## config.mk

```make
export PLATFORM = sky130hd
export DESIGN_NAME = router_1xn
export DESIGN_NICKNAME = d
export VERILOG_FILES = /design/src/rtl/router_1xn.sv
export SDC_FILE = /design/constraint.sdc
export NUM_CORES = 1
export LEC_CHECK = 0
export ABC_AREA = 1
export BUFFER_PORTS_ARGS = -buffer_cell sky130_fd_sc_hd__buf_2
export CAP_MARGIN = 15
export CORE_MARGIN = 3
export CORE_UTILIZATION = 46
export DETAILED_ROUTE_END_ITERATION = 12
export PLACE_DENSITY = 0.58
export SKIP_LAST_GASP = 1
export SLEW_MARGIN = 15
export SYNTH_ARGS = -nofsm -noshare
export SYNTH_HDL_FRONTEND = slang
export SYNTH_SLANG_ARGS = --single-unit
```

## constraint.sdc

```tcl
create_clock -name clock -period 3.21 [get_ports clock]
set_input_delay 0.321 -clock clock [delete_from_list [all_inputs] [get_ports clock]]
set_output_delay 0.321 -clock clock [all_outputs]
set_load 0.05 [all_outputs]
```

## src/rtl/router_1xn.sv

```systemverilog
// router_1xn: one input packet stream steered to NUM_PORTS first-word
// fall-through FIFOs, with parity checking, dropping of invalid-address
// packets and a per-port idle-read timeout that flushes a stalled port.

// Per-port FIFO with its own idle-read timeout counter.
module router_1xn_port #(
    parameter int WIDTH   = 8,
    parameter int DEPTH   = 16,
    parameter int TIMEOUT = 30
) (
    input  logic             clock,
    input  logic             reset,
    input  logic             push_i,
    input  logic [WIDTH-1:0] wdata_i,
    input  logic             rd_i,
    output logic [WIDTH-1:0] rdata_o,
    output logic             valid_o,
    output logic             full_o,
    output logic             flush_o
);
    localparam int PTR_W = $clog2(DEPTH);
    localparam int TMR_W = $clog2(TIMEOUT + 1);

    logic [WIDTH-1:0] mem_q [DEPTH];
    logic [PTR_W-1:0] wr_q, rd_q;
    logic [PTR_W:0]   cnt_q, cnt_d;
    logic [TMR_W-1:0] tmr_q;
    logic             do_push, do_pop;

    assign valid_o = (cnt_q != '0);
    assign full_o  = (cnt_q == (PTR_W+1)'(DEPTH));
    assign flush_o = (tmr_q == TMR_W'(TIMEOUT));
    // A flush on this edge overrides both a push and a pop.
    assign do_push = push_i & ~full_o & ~flush_o;
    assign do_pop  = rd_i & valid_o & ~flush_o;
    assign cnt_d   = cnt_q + (PTR_W+1)'(do_push) - (PTR_W+1)'(do_pop);
    assign rdata_o = valid_o ? mem_q[rd_q] : '0;

    // Storage array; no reset needed, occupancy qualifies the head.
    always_ff @(posedge clock) begin
        if (do_push) begin
            mem_q[wr_q] <= wdata_i;
        end
    end

    // Pointers, occupancy and the idle-read timer.
    always_ff @(posedge clock) begin
        if (reset || flush_o) begin
            wr_q  <= '0;
            rd_q  <= '0;
            cnt_q <= '0;
            tmr_q <= '0;
        end else begin
            if (do_push) wr_q <= wr_q + 1'b1;
            if (do_pop)  rd_q <= rd_q + 1'b1;
            cnt_q <= cnt_d;
            if (!valid_o || rd_i) tmr_q <= '0;
            else                  tmr_q <= tmr_q + 1'b1;
        end
    end
endmodule

module router_1xn #(
    parameter int WIDTH     = 8,
    parameter int NUM_PORTS = 3,
    parameter int DEPTH     = 16,
    parameter int TIMEOUT   = 30
) (
    input  logic                       clock,
    input  logic                       reset,
    input  logic [WIDTH-1:0]           data_in,
    input  logic                       pkt_valid,
    output logic                       busy,
    input  logic [NUM_PORTS-1:0]       read_enb,
    output logic [NUM_PORTS*WIDTH-1:0] data_out,
    output logic [NUM_PORTS-1:0]       valid_out,
    output logic                       error,
    output logic                       drop
);
    localparam int ADDR_W = $clog2(NUM_PORTS);
    localparam int LEN_W  = WIDTH - ADDR_W;
    localparam int NP2    = 1 << ADDR_W;

    typedef enum logic [2:0] {IDLE, LOAD, PARITY, CHECK, DROP} state_t;

    state_t              state_q, state_d;
    logic [ADDR_W-1:0]   dest_q, dest_d;
    logic [LEN_W:0]      rem_q, rem_d;
    logic [WIDTH-1:0]    par_q, par_d;
    logic                error_q, err_d;
    logic                drop_q, drop_d;

    logic [ADDR_W-1:0]   hdr_addr, tgt;
    logic [LEN_W-1:0]    hdr_len;
    logic                addr_ok, accept, push_en;
    logic [NUM_PORTS-1:0] full_w, flush_w, push_w;
    // Zero-padded to the full address range so an invalid header address
    // can index them safely.
    logic [NP2-1:0]      full_pad, flush_pad;

    assign hdr_addr  = data_in[ADDR_W-1:0];
    assign hdr_len   = data_in[WIDTH-1:ADDR_W];
    assign addr_ok   = ({1'b0, hdr_addr} < (ADDR_W+1)'(NUM_PORTS));
    assign full_pad  = NP2'(full_w);
    assign flush_pad = NP2'(flush_w);
    assign accept    = pkt_valid & ~busy;
    assign push_w    = push_en ? (NUM_PORTS'(1) << tgt) : '0;
    assign error     = error_q;
    assign drop      = drop_q;

    // Back-pressure: only the destination FIFO's fullness matters; DROP
    // never stalls the source.
    always_comb begin
        busy = 1'b0;
        case (state_q)
            IDLE:         busy = pkt_valid & addr_ok & full_pad[hdr_addr];
            LOAD, PARITY: busy = full_pad[dest_q];
            CHECK:        busy = 1'b1;
            default:      busy = 1'b0;
        endcase
    end

    // Framing FSM: next state, FIFO write select, parity and pulses.
    always_comb begin
        state_d = state_q;
        dest_d  = dest_q;
        rem_d   = rem_q;
        par_d   = par_q;
        tgt     = dest_q;
        push_en = 1'b0;
        err_d   = 1'b0;
        drop_d  = 1'b0;
        case (state_q)
            IDLE: begin
                tgt = hdr_addr;
                if (accept) begin
                    if (!addr_ok || flush_pad[hdr_addr]) begin
                        // Discard header plus len payload plus parity.
                        drop_d  = 1'b1;
                        rem_d   = {1'b0, hdr_len} + 1'b1;
                        state_d = DROP;
                    end else begin
                        push_en = 1'b1;
                        dest_d  = hdr_addr;
                        rem_d   = {1'b0, hdr_len};
                        par_d   = data_in;
                        state_d = (hdr_len == '0) ? PARITY : LOAD;
                    end
                end
            end
            LOAD: begin
                if (flush_pad[dest_q]) begin
                    // Rest of payload plus parity, less any word taken now.
                    drop_d  = 1'b1;
                    rem_d   = rem_q + (LEN_W+1)'(1) - (LEN_W+1)'(accept);
                    state_d = DROP;
                end else if (accept) begin
                    push_en = 1'b1;
                    par_d   = par_q ^ data_in;
                    rem_d   = rem_q - 1'b1;
                    if (rem_q == (LEN_W+1)'(1)) state_d = PARITY;
                end
            end
            PARITY: begin
                if (flush_pad[dest_q]) begin
                    drop_d = 1'b1;
                    if (accept) begin
                        state_d = IDLE;
                    end else begin
                        rem_d   = (LEN_W+1)'(1);
                        state_d = DROP;
                    end
                end else if (accept) begin
                    push_en = 1'b1;
                    err_d   = (data_in != par_q);
                    state_d = CHECK;
                end
            end
            CHECK: state_d = IDLE;
            DROP: begin
                if (accept) begin
                    rem_d = rem_q - 1'b1;
                    if (rem_q == (LEN_W+1)'(1)) state_d = IDLE;
                end
            end
            default: state_d = IDLE;
        endcase
    end

    // FSM and pulse registers.
    always_ff @(posedge clock) begin
        if (reset) begin
            state_q <= IDLE;
            dest_q  <= '0;
            rem_q   <= '0;
            par_q   <= '0;
            error_q <= 1'b0;
            drop_q  <= 1'b0;
        end else begin
            state_q <= state_d;
            dest_q  <= dest_d;
            rem_q   <= rem_d;
            par_q   <= par_d;
            error_q <= err_d;
            drop_q  <= drop_d;
        end
    end

    for (genvar i = 0; i < NUM_PORTS; i++) begin : g_port
        router_1xn_port #(
            .WIDTH  (WIDTH),
            .DEPTH  (DEPTH),
            .TIMEOUT(TIMEOUT)
        ) u_port (
            .clock  (clock),
            .reset  (reset),
            .push_i (push_w[i]),
            .wdata_i(data_in),
            .rd_i   (read_enb[i]),
            .rdata_o(data_out[i*WIDTH +: WIDTH]),
            .valid_o(valid_out[i]),
            .full_o (full_w[i]),
            .flush_o(flush_w[i])
        );
    end
endmodule

```

Word-level counts from Yosys, hierarchy flattened
Memory sizes are Yosys's and may differ from the RTL's. A register that Yosys moved wholly into a read port is not among the register bits.
Cells that the tools add are included.
{ "totals": {"in_bits": 14, "ff_bits": 76, "mem_count": 3, "out_inout_bits": 30, "wordCells": 179, "mem_bits_rw": 384} }
{ "classes": {"addsub": 19, "reduce_logical": 27, "mux": 59, "n_shift": 1, "eq_ne": 23, "n_lt_le_gt_ge": 3, "bitwise_logic": 26} }
{ "mem_list": {"columns": ["name", "depth", "width", "rd", "rd_clocked_by_memory_dff", "write_ports", "line", "source"], "rows": [
  ["g_port[0].u_port.mem_q", 16, 8, 1, 1, 1, "24", "logic [WIDTH-1:0] mem_q [DEPTH];"],
  ["g_port[1].u_port.mem_q", 16, 8, 1, 1, 1, "24", null],
  ["g_port[2].u_port.mem_q", 16, 8, 1, 1, 1, "24", null]
]} }
{ "ops": {"columns": ["op", "count"], "rows": [
  ["$mux W8", 7],
  ["$mux W7", 6],
  ["$mux W3", 11],
  ["$eq A5 B5 Y1 const B", 6],
  ["$pmux W7 S4", 1],
  ["$add A4 B1 Y4 const B", 6],
  ["$mux W4", 6],
  ["$mux W1", 17],
  ["$ne A2 B2 Y1 const B", 8],
  ["$pmux W8 S2", 1],
  ["$add A5 B1 Y5", 3],
  ["$add A5 B1 Y5 const B", 3],
  ["$and A1 B1 Y1", 15],
  ["$reduce_bool A5 Y1", 3],
  ["$sub A5 B1 Y5", 3],
  ["$pmux W3 S4", 1],
  ["$not A1 Y1", 10],
  ["$ne A3 B3 Y1 const B", 3],
  ["$bmux W1 S2", 4],
  ["$ne A8 B8 Y1", 1],
  ["$reduce_or A2 Y1", 4],
  ["$xor A8 B8 Y8", 1],
  ["$add A6 B1 Y7 const B", 1],
  ["$add A7 B1 Y7 const B", 1],
  ["other kinds (23)", 36]
]} }

Logic depth before layout (Yosys ltp)
Gate-level depths: netlist of the first run.
{ "logic_depth": {"depth_word": 15, "ltp_mapped": 22} }

Cells and area by module
A second synthesis of the first run with hierarchy kept.
{ "unflattened": {"cells_unflattened": 2042, "hier_area_um2": 21028.9} }
{ "modules_own_cells": {"columns": ["mod", "cells_each", "instances", "area_each_um2", "seq_area_each_um2"], "rows": [
  ["router_1xn_port (g_port[0].u_port ...)", 569, 2, 6307.3, 4284.1],
  ["router_1xn_port (g_port[2].u_port)", 569, 1, 6324.8, 4284.1],
  ["router_1xn", 335, 1, 2089.5, 440.4]
]} }

Least setup slack after synthesis of the first run
Ideal clock, no wire load.
{ "synth_timing": {"path_kind": "flip-flop to flip-flop", "start": "reg g_port[1].u_port.cnt_q[2]", "end": "reg g_port[0].u_port.cnt_q[4]", "period_less_slack_ns": 2.842, "t_required_ns": 3.078, "path_slack_ns": 0.368, "arrival_ns": 2.709, "setup_ns": 0.132, "n_path_buf": 0, "stages_incl_launch_ff": 22, "path_cell_list": "dfxtp_1 inv_1 ha_1 nand3_1 nor2_1 nor2_1 nor2_4 nor2_4 nand2_4 nor2_8 nand2_2 nand2_4 nand2_4 inv_4 ha_1 inv_1 fa_1 inv_1 nand2_1 a21oi_1 or3_1 a21oi_1"} }
{ "synth_between": {"elab_chain_cells": 15, "elab_cells_between_ends": 18} }
{ "synth_rtl": {"columns": ["item", "line", "source"], "rows": [
  ["start: declaration", "26", "logic [PTR_W:0] cnt_q, cnt_d;"],
  ["start signal: assignment", "56", "cnt_q <= cnt_d;"],
  ["$eq A5 B5 Y1 *", "31", "assign full_o = (cnt_q == (PTR_W+1)'(DEPTH));"],
  ["$bmux W1 S2", "116", "IDLE: busy = pkt_valid & addr_ok & full_pad[hdr_addr];"],
  ["$mux W1 (implied by the code)", "116", null],
  ["$and A1 B1 Y1", "116", null],
  ["$pmux W1 S3 *", "115", "case (state_q)"],
  ["net busy", "73", "output logic busy,"],
  ["$not A1 Y1 *", "106", "assign accept = pkt_valid & ~busy;"],
  ["$and A1 B1 Y1 *", "106", null],
  ["$mux W1", "157, 173", null],
  ["$mux W1", "152", "if (flush_pad[dest_q]) begin"],
  ["$pmux W1 S2 *", "133", "case (state_q)"],
  ["$mux W3 *", "107", "assign push_w = push_en ? (NUM_PORTS'(1) << tgt) : '0;"],
  ["$and A1 B1 Y1 * (2 in series)", "34", "assign do_push = push_i & ~full_o & ~flush_o;"],
  ["net g_port[0].u_port.do_push", "28", "logic do_push, do_pop;"],
  ["$add A5 B1 Y5 *", "36", "assign cnt_d = cnt_q + (PTR_W+1)'(do_push) - (PTR_W+1)'(do_pop);"],
  ["$sub A5 B1 Y5 *", "36", null],
  ["end signal: assignment", "56", null],
  ["end: declaration", "26", null]
]} }
Mark *: on every way through the listed nets, which the timed path passes. The rest lies on a longest branch. The select of a mux whose other input is x is not followed.
A chain may end at the register's enable or synchronous reset.

==> results of run 1 <==
[worst min-delay path, stage by stage]
cell and delay, ns:
buf_2 0.09, nand2_1 0.09, nand2_1 0.09, a21oi_1 0.06
[through the flow]
stage / setup slack [ns] / power (mW)
floorplan: 0.368 / 11.5
global route: -0.0342 / 19.6
detailed placement: 0.155 / 13.2
CTS: 0.131 / 18.7
finish: 0.185 / 18.5
global placement: 0.209 / 13.1
[power breakdown]
group	leakage [nW]	internal [mW]	switching, mW
clock network	0.751	3.07	2.33
registers	4.17	6.95	0.286
logic	3.36	1.73	4.15
total	8.28	11.8	6.76
[sequential cells by signal, summed over array words and instances (netlist names), named ones only]
name,count
g_port.u_port.mem_q,384
g_port.u_port.cnt_q,15
g_port.u_port.tmr_q,15
g_port.u_port.rd_q,12
g_port.u_port.wr_q,12
par_q,8
rem_q,7
state_q,3
dest_q,2
drop,1
error,1
[cell type report]
class / instances / share of cell area
Clock buffer: 62 / 0.0568
Clock inverter: 28 / 0.00872
Inverter: 119 / 0.0195
Multi-Input combinational cell: 1149 / 0.271
Sequential cell: 472 / 0.572
Tap cell: 585 / 0.0315
Timing Repair Buffer: 132 / 0.0402
[logic make-up (layout without fill, tap and decap cells)]
| group | count (synthesis) | after routing |
|---|---|---|
| and+or+nand+nor | 626 | 626 |
| DFF | 472 | 472 |
| AOI/OAI and AO/OA | 429 | 429 |
| buffers and inverters | 199 | 341 |
| adders and majority gates | 59 | 59 |
| xor gates and xnor gates | 35 | 35 |
[placed cells by master, fill, tap and decap left out, types with 3 or more instances in the layout]
| cell type | n |
|---|---|
| xnor2_1 | 11 |
| inv_1 | 104 |
| or3_1 | 3 |
| xor2_1 | 24 |
| a21oi_2 | 3 |
| or2_2 | 7 |
| nor2_1 | 319 |
| ha_1 | 56 |
| nand2_1 | 147 |
| inv_2 | 9 |
| clkinv_1 | 14 |
| dfxtp_1 | 85 |
| buf_4 | 85 |
| o22ai_1 | 18 |
| o21ai_0 | 239 |
| nand2_2 | 15 |
| inv_4 | 4 |
| clkbuf_16 | 50 |
| buf_2 | 43 |
| clkinv_2 | 9 |
| nor3_1 | 18 |
| o221ai_1 | 78 |
| nand2_4 | 5 |
| o21ai_2 | 3 |
| fa_1 | 3 |
| nor2_4 | 7 |
| clkbuf_1 | 9 |
| nor4_1 | 4 |
| edfxtp_1 | 384 |
| a21oi_1 | 81 |
| nand3_1 | 75 |
| buf_12 | 4 |
| nand4_1 | 17 |
| nand3b_1 | 3 |
[worst min-delay path by stage]
stage / start / endpoint / slack (ns) / depth (start not counted)
4_1_cts: read_enb[2] / register / 0.06 / 4
2_1_floorplan: data_in[0] / g_port[0].u_port.mem_q[0][0]$_DFFE_PP_ / 0.42 / 0
3_5_place_dp: g_port[2].u_port.tmr_q[0]$_SDFF_PP0_ / g_port[2].u_port.tmr_q[0]$_SDFF_PP0_ / 0.45 / 1
3_3_place_gp: g_port[0].u_port.tmr_q[0]$_SDFF_PP0_ / g_port[0].u_port.tmr_q[0]$_SDFF_PP0_ / 0.44 / 1
6_report: read_enb[2] / register / 0.11 / 4
5_1_grt: read_enb[2] / g_port[2].u_port.tmr_q[1]$_SDFF_PP0_ / 0.12 / 3
[Yosys cell counts, types with 4 or more instances]
| cell type | n | area, um2 |
|---|---|---|
| a21oi_1 | 82 | 410 |
| buf_1 | 4 | 15.0 |
| clkbuf_1 | 70 | 263 |
| dfxtp_1 | 88 | 1760 |
| edfxtp_1 | 384 | 11500 |
| ha_1 | 56 | 701 |
| inv_1 | 106 | 398 |
| inv_2 | 8 | 30.0 |
| nand2_1 | 148 | 556 |
| nand2_2 | 14 | 87.6 |
| nand2_4 | 5 | 56.3 |
| nand3_1 | 75 | 375 |
| nand4_1 | 17 | 106 |
| nor2_1 | 321 | 1200 |
| nor2_4 | 5 | 56.3 |
| nor3_1 | 18 | 90.1 |
| nor4_1 | 4 | 25.0 |
| o21ai_0 | 239 | 1200 |
| o221ai_1 | 78 | 683 |
| o22ai_1 | 18 | 113 |
| or2_2 | 7 | 43.8 |
| xnor2_1 | 11 | 96.3 |
| xor2_1 | 24 | 210 |
[timing repair]
item	in CTS	in global routing
gates resized for setup	1	11
hold buffers	0	0
pin swaps	0	2
setup endpoints to repair	1	7
[per-layer routing]
| metal | wire, um | vias up | global-route usage | part of all wire |
|---|---|---|---|---|
| li1 | - | 6727 | - | - |
| met1 | 22000 | 6787 | 0.297 | 0.44 |
| met2 | 23200 | 402 | 0.341 | 0.47 |
| met3 | 3130 | 91 | 0.0369 | 0.063 |
| met4 | 1270 | 2 | 0.0604 | 0.026 |
| met5 | 14 | - | 0 | 0.00028 |
==> flow_summary.json, run 1 <==
{
  "status": "finished, final reports clean",
  "drive_gt1_frac": 0.135,
  "path_clk_slew_ns": 0.06,
  "dr.pass1.iters": 5,
  "dp_cells": 2457,
  "critPathCapture": "data_out[21]",
  "die_area_um2": 46800,
  "fin_util": 0.536,
  "multiInputGateArea_um2": 6300,
  "regToRegStartpoint": "g_port[2].u_port.tmr_q[0]$_SDFF_PP0_",
  "grt_max_degree": 65,
  "setup-violations-final": 0,
  "wl_per_cell_um": 19.5,
  "holdCritPathClass": "in -> reg",
  "yosys_warnings": 0,
  "start_util": 0.469,
  "synthMuxAreaShare": 0,
  "synthAdderAreaFrac": 0.0374,
  "n_fill_cell": 3853,
  "synth_sequential_area_ratio": 0.653,
  "period_needed_ns": 3.02,
  "cpMaxStageDelayCell": "inv_1",
  "vias_per_cell": 5.50,
  "design_area_um2": 23200,
  "root_buffer": "clkbuf_16",
  "crit_arrival_ns": 2.70,
  "grtUsageTotal": 0.211,
  "finalHoldViolCount": 0,
  "die_y_um": 216,
  "cap_viol_max_count": 0,
  "hpwlAfterDp_um": 31600,
  "p_leak_nw": 8.28,
  "cts_tree": "yes",
  "tightest_slew_ns": 0.710,
  "slew_headroom": 0.523,
  "crit_chain": "inv_1, buf_4, o21ai_0, o221ai_1, nand3_1, a21oi_1, buf_2",
  "irDropWorstVdd_uv": 879,
  "via_count": 14009,
  "cts_made_buffers": 49,
  "diodes": 0,
  "period_share": 0.942,
  "crit_buf_inv": 3,
  "port_buffers": 43,
  "synth_cell_types": 42,
  "gr-total-overflow": 0,
  "startpoint_type": "register",
  "drtIter0Drc": 1030,
  "powerDensity_nw_per_um2": 797,
  "crit_family": "buffers and inverters",
  "fp.dieW_um": 216,
  "seqCellArea_um2": 13300,
  "gp_congestion": 0.836,
  "synth-xor-area-share": 0.0151,
  "finalNonFillerCells": 2547,
  "core_um2": 43400,
  "clockBufferDepth": 3,
  "grt_pass1_vias": 13509,
  "synth_seq_cells": 472,
  "placed_area_um2": 21700,
  "cts.sinks": 472,
  "timing.rr.end": "g_port[0].u_port.cnt_q[4]$_SDFF_PP0_",
  "grt_first_pass_wirelength_um": 77400,
  "synthSimpleGateAreaFrac": 0.133,
  "ios": 44,
  "reg2regPathDepth": 19,
  "syn2layout_area_growth_pct": 14.3,
  "synth_edf_count": 384,
  "crit_fanout": 20,
  "h-tree-depth": 2,
  "synth_compound_area_frac": 0.123,
  "synth_top_family_by_area": "simple AND/OR/NAND/NOR gates",
  "clk-insertion-delay-late_ns": 0.58,
  "maxSlewViolCount": 0,
  "num-nets-final": 1996,
  "synth_area_um2": 20300,
  "cp.depth": 7,
  "rsz0062_at_grt": "true",
  "async_flop_share": 0,
  "synthFlopType": "edfxtp_1",
  "drcViolationCount": 0,
  "clock.fmax_mhz": 331,
  "wirelength_um": 49600,
  "syn_area_per_cell_um2": 11.2,
  "ant_nets": 0,
  "totalNegativeSetupSlack_ns": 0,
  "row_count": 76,
  "cts_setup_buffers": 0,
  "r2r_slack_ns": 0.25,
  "path_class": "reg -> out",
  "grt_antenna_before_repair": 4,
  "worstPathRequired_ns": 2.89,
  "syn_nets": 1893,
  "holdWs_ns": 0.109,
  "finalClockSkew_ns": 0.0220,
  "endpoint_kind": "primary output",
  "cpPeakStageDelay_ns": 0.34,
  "synthCells": 1820
}
No activity file was read; power rests on OpenSTA's default activity.
==> run 2: changes to the inputs <==
--- a/config.mk
+++ b/config.mk
@@ -5,7 +5,6 @@
 export SDC_FILE = /design/constraint.sdc
 export NUM_CORES = 1
 export LEC_CHECK = 0
-export ABC_AREA = 1
 export BUFFER_PORTS_ARGS = -buffer_cell sky130_fd_sc_hd__buf_2
 export CAP_MARGIN = 15
 export CORE_MARGIN = 3
==> constraint.sdc (replaced) <==
create_clock -name clock -period 3.64 [get_ports clock]
set_input_delay 0.364 -clock clock [delete_from_list [all_inputs] [get_ports clock]]
set_output_delay 0.364 -clock clock [all_outputs]
set_load 0.05 [all_outputs]
==> flow_summary.json, run 2 <==
{
  "holdCritPathClass": "in -> reg",
  "synth_area_um2": 20200,
  "yosysTopAreaCell": "edfxtp_1",
  "port_buffers": 43,
  "drcViolationCount": 0,
  "start_util": 0.467,
  "yosys_warnings": 0,
  "hold_path_end": "g_port[2].u_port.tmr_q[1]$_SDFF_PP0_",
  "dr.pass1.iters": 5,
  "clk-insertion-delay-late_ns": 0.59,
  "ant_nets": 0,
  "synth.area.top_cells": "edfxtp_1 (57%), mux4_2 (13%), dfxtp_1 (8.7%), ha_1 (3.5%), nor2_1 (1.8%)",
  "grtUsageTotal": 0.189,
  "cts_made_buffers": 49,
  "grt_max_degree": 56,
  "whs_path_depth": 4,
  "die_area_um2": 46400,
  "vias_per_cell": 5.58,
  "crit_family": "compound AO/OA/AOI/OAI gates",
  "max_flop_register": "g_port.u_port.mem_q",
  "totalNegativeSetupSlack_ns": 0,
  "synthFlopType": "edfxtp_1",
  "critPathMostFrequentCell": "inv_1",
  "finalClockSkew_ns": 0.0208,
  "crit_fanout": 9,
  "path_class": "reg -> reg",
  "reg_top3": "g_port.u_port.mem_q (384), g_port.u_port.cnt_q (15), g_port.u_port.tmr_q (15)",
  "slew_headroom": 0.242,
  "startpoint_type": "register",
  "wl_per_cell_um": 22.2,
  "layout_common_cells": "edfxtp_1 (384), mux4_2 (120), nor2_1 (96), dfxtp_1 (85), ha_1 (56)",
  "path_clk_slew_ns": 0.06,
  "hpwlAfterDp_um": 27300,
  "cts_resized": 0,
  "ctsHoldBuffers": 0,
  "maxSlewViolCount": 0,
  "period_needed_ns": 3.41,
  "clock.fmax_mhz": 293,
  "cts_setup_buffers": 0,
  "worstPathRequired_ns": 4.15,
  "crit_arrival_ns": 3.92,
  "p_leak_nw": 7.73,
  "reg2regPathDepth": 17,
  "root_buffer": "clkbuf_16",
  "drive_gt1_frac": 0.213,
  "irDropWorstVdd_uv": 549,
  "drtIter0Drc": 862,
  "endpoint_kind": "register",
  "synth_top_cell_area_share": 0.571,
  "die_y_um": 215,
  "crit_buf_inv": 5,
  "hold_start": "read_enb[2]",
  "fp.dieW_um": 215,
  "holdWs_ns": 0.136,
  "via_count": 10796,
  "largest_register_ffs": 384,
  "async_flop_share": 0,
  "crit_chain": "inv_1, ha_1, nand4bb_1, mux2_2, o311a_4, o211a_1, buf_4, nand3_2, inv_1, ha_1, inv_1, fa_1, inv_1, a21oi_1, nor2_1, or3_1, a21oi_1",
  "powerDensity_nw_per_um2": 672,
  "cpPeakStageDelay_ns": 0.39,
  "timing.rr.end": "g_port[2].u_port.cnt_q[4]$_SDFF_PP0_",
  "row_count": 76,
  "multiInputGateArea_um2": 6420,
  "rsz0062_at_grt": "false",
  "grt_first_pass_wirelength_um": 67000,
  "synthCells": 1245,
  "syn2layout_area_growth_pct": 12.5,
  "clockBufferDepth": 3,
  "synth_sequential_area_ratio": 0.659,
  "regToRegStartpoint": "g_port[1].u_port.cnt_q[3]$_SDFF_PP0_",
  "seqCellArea_um2": 13300,
  "synth_cell_types": 71,
  "grt_antenna_before_repair": 2,
  "synth_common_cells": "edfxtp_1 (384), mux4_2 (120), nor2_1 (96)",
  "gr-total-overflow": 0,
  "synth_seq_cells": 472,
  "status": "finished, final reports clean",
  "setup-violations-final": 0,
  "syn_area_per_cell_um2": 16.2,
  "h-tree-depth": 2,
  "diodes": 0,
  "ios": 44,
  "cap_viol_max_count": 0,
  "r2r_slack_ns": 0.23,
  "cpMaxStageDelayCell": "o311a_4",
  "n_fill_cell": 3564,
  "num-nets-final": 1386,
  "finalHoldViolCount": 0,
  "syn_nets": 1318,
  "synth.most_common_cell": "edfxtp_1",
  "cts.sinks": 472,
  "synth_edf_count": 384,
  "cts_tree": "yes",
  "core_um2": 43200,
  "gp_congestion": 0.807,
  "period_share": 0.938,
  "grt_pass1_vias": 10901,
  "final_common_cell": "edfxtp_1",
  "tightest_slew_ns": 1.14,
  "wirelength_um": 42900
}
## run 2: layout make-up
| type | instances | area share |
|---|---|---|
| clock buffers | 62 | 0.0575 |
| clock inverters | 27 | 0.00992 |
| inverters | 50 | 0.00838 |
| multi-input cells | 659 | 0.283 |
| flip-flops and latches | 472 | 0.586 |
| well taps | 585 | 0.0322 |
| repair buffers | 81 | 0.0237 |
## run 2: logic make-up after synthesis
kind of cell / after synthesis / synth area share
flops: 472 / 0.659
simple gates: 311 / 0.0796
mux: 133 / 0.141
buf+inv: 114 / 0.0233
compound gates: 105 / 0.0378
fa+ha+maj: 59 / 0.0377
xor+xnor: 51 / 0.0221
## run 2: per-layer routing
metal  GRT usage  wire length, um  vias to the layer above
li1            -                -                     4959
met1       0.271            19300                     5519
met2       0.307            20800                      254
met3      0.0335             1990                       64
met4      0.0436              808                        0
met5           0                0                        -
## run 2: stage by stage
stage	worst slack, ns	instance area [um2]	total power, mW	util	cells
CTS	0.200	22700	15.5	0.526	1936
floorplan	0.360	20200	9.49	-	1245
finish	0.226	22700	15.3	0.526	1936
global route	0.0244	22700	16.0	0.526	1936
global placement	0.332	21200	10.6	0.491	1847
detailed placement	0.249	21200	10.6	0.491	1847
## run 2: worst register-to-register path, stage by stage (launching register included)
cell and delay (ns):
dfxtp_1 0.31, inv_1 0.08, ha_1 0.18, nand4bb_1 0.19
mux2_2 0.34, o311a_4 0.39, o211a_1 0.26, buf_4 0.19
nand3_2 0.09, inv_1 0.11, ha_1 0.21, inv_1 0.08
fa_1 0.21, inv_1 0.05, a21oi_1 0.12, nor2_1 0.06
or3_1 0.34, a21oi_1 0.14
## run 2: worst max-delay path by stage
stage,from,end,slack [ns],depth (start not counted)
finish,g_port[1].u_port.cnt_q[3]$_SDFF_PP0_,g_port[2].u_port.cnt_q[4]$_SDFF_PP0_,0.23,17
global route,g_port[1].u_port.cnt_q[3]$_SDFF_PP0_,rem_q[5]$_SDFFE_PP0P_,0.02,18
CTS,register,data_out[11],0.20,5
detailed placement,g_port[1].u_port.cnt_q[3]$_SDFF_PP0_,g_port[2].u_port.cnt_q[4]$_SDFF_PP0_,0.25,17
global placement,g_port[0].u_port.cnt_q[2]$_SDFF_PP0_,rem_q[5]$_SDFFE_PP0P_,0.33,18
floorplan,g_port[1].u_port.cnt_q[3]$_SDFF_PP0_,rem_q[5]$_SDFFE_PP0P_,0.36,20
## run 2: power by group
part	leakage, nW	internal [mW]	switching (mW)	total [mW]
Sequential	4.17	6.04	0.250	6.29
Clock	0.743	2.75	2.04	4.79
Combinational	2.82	1.73	2.45	4.18
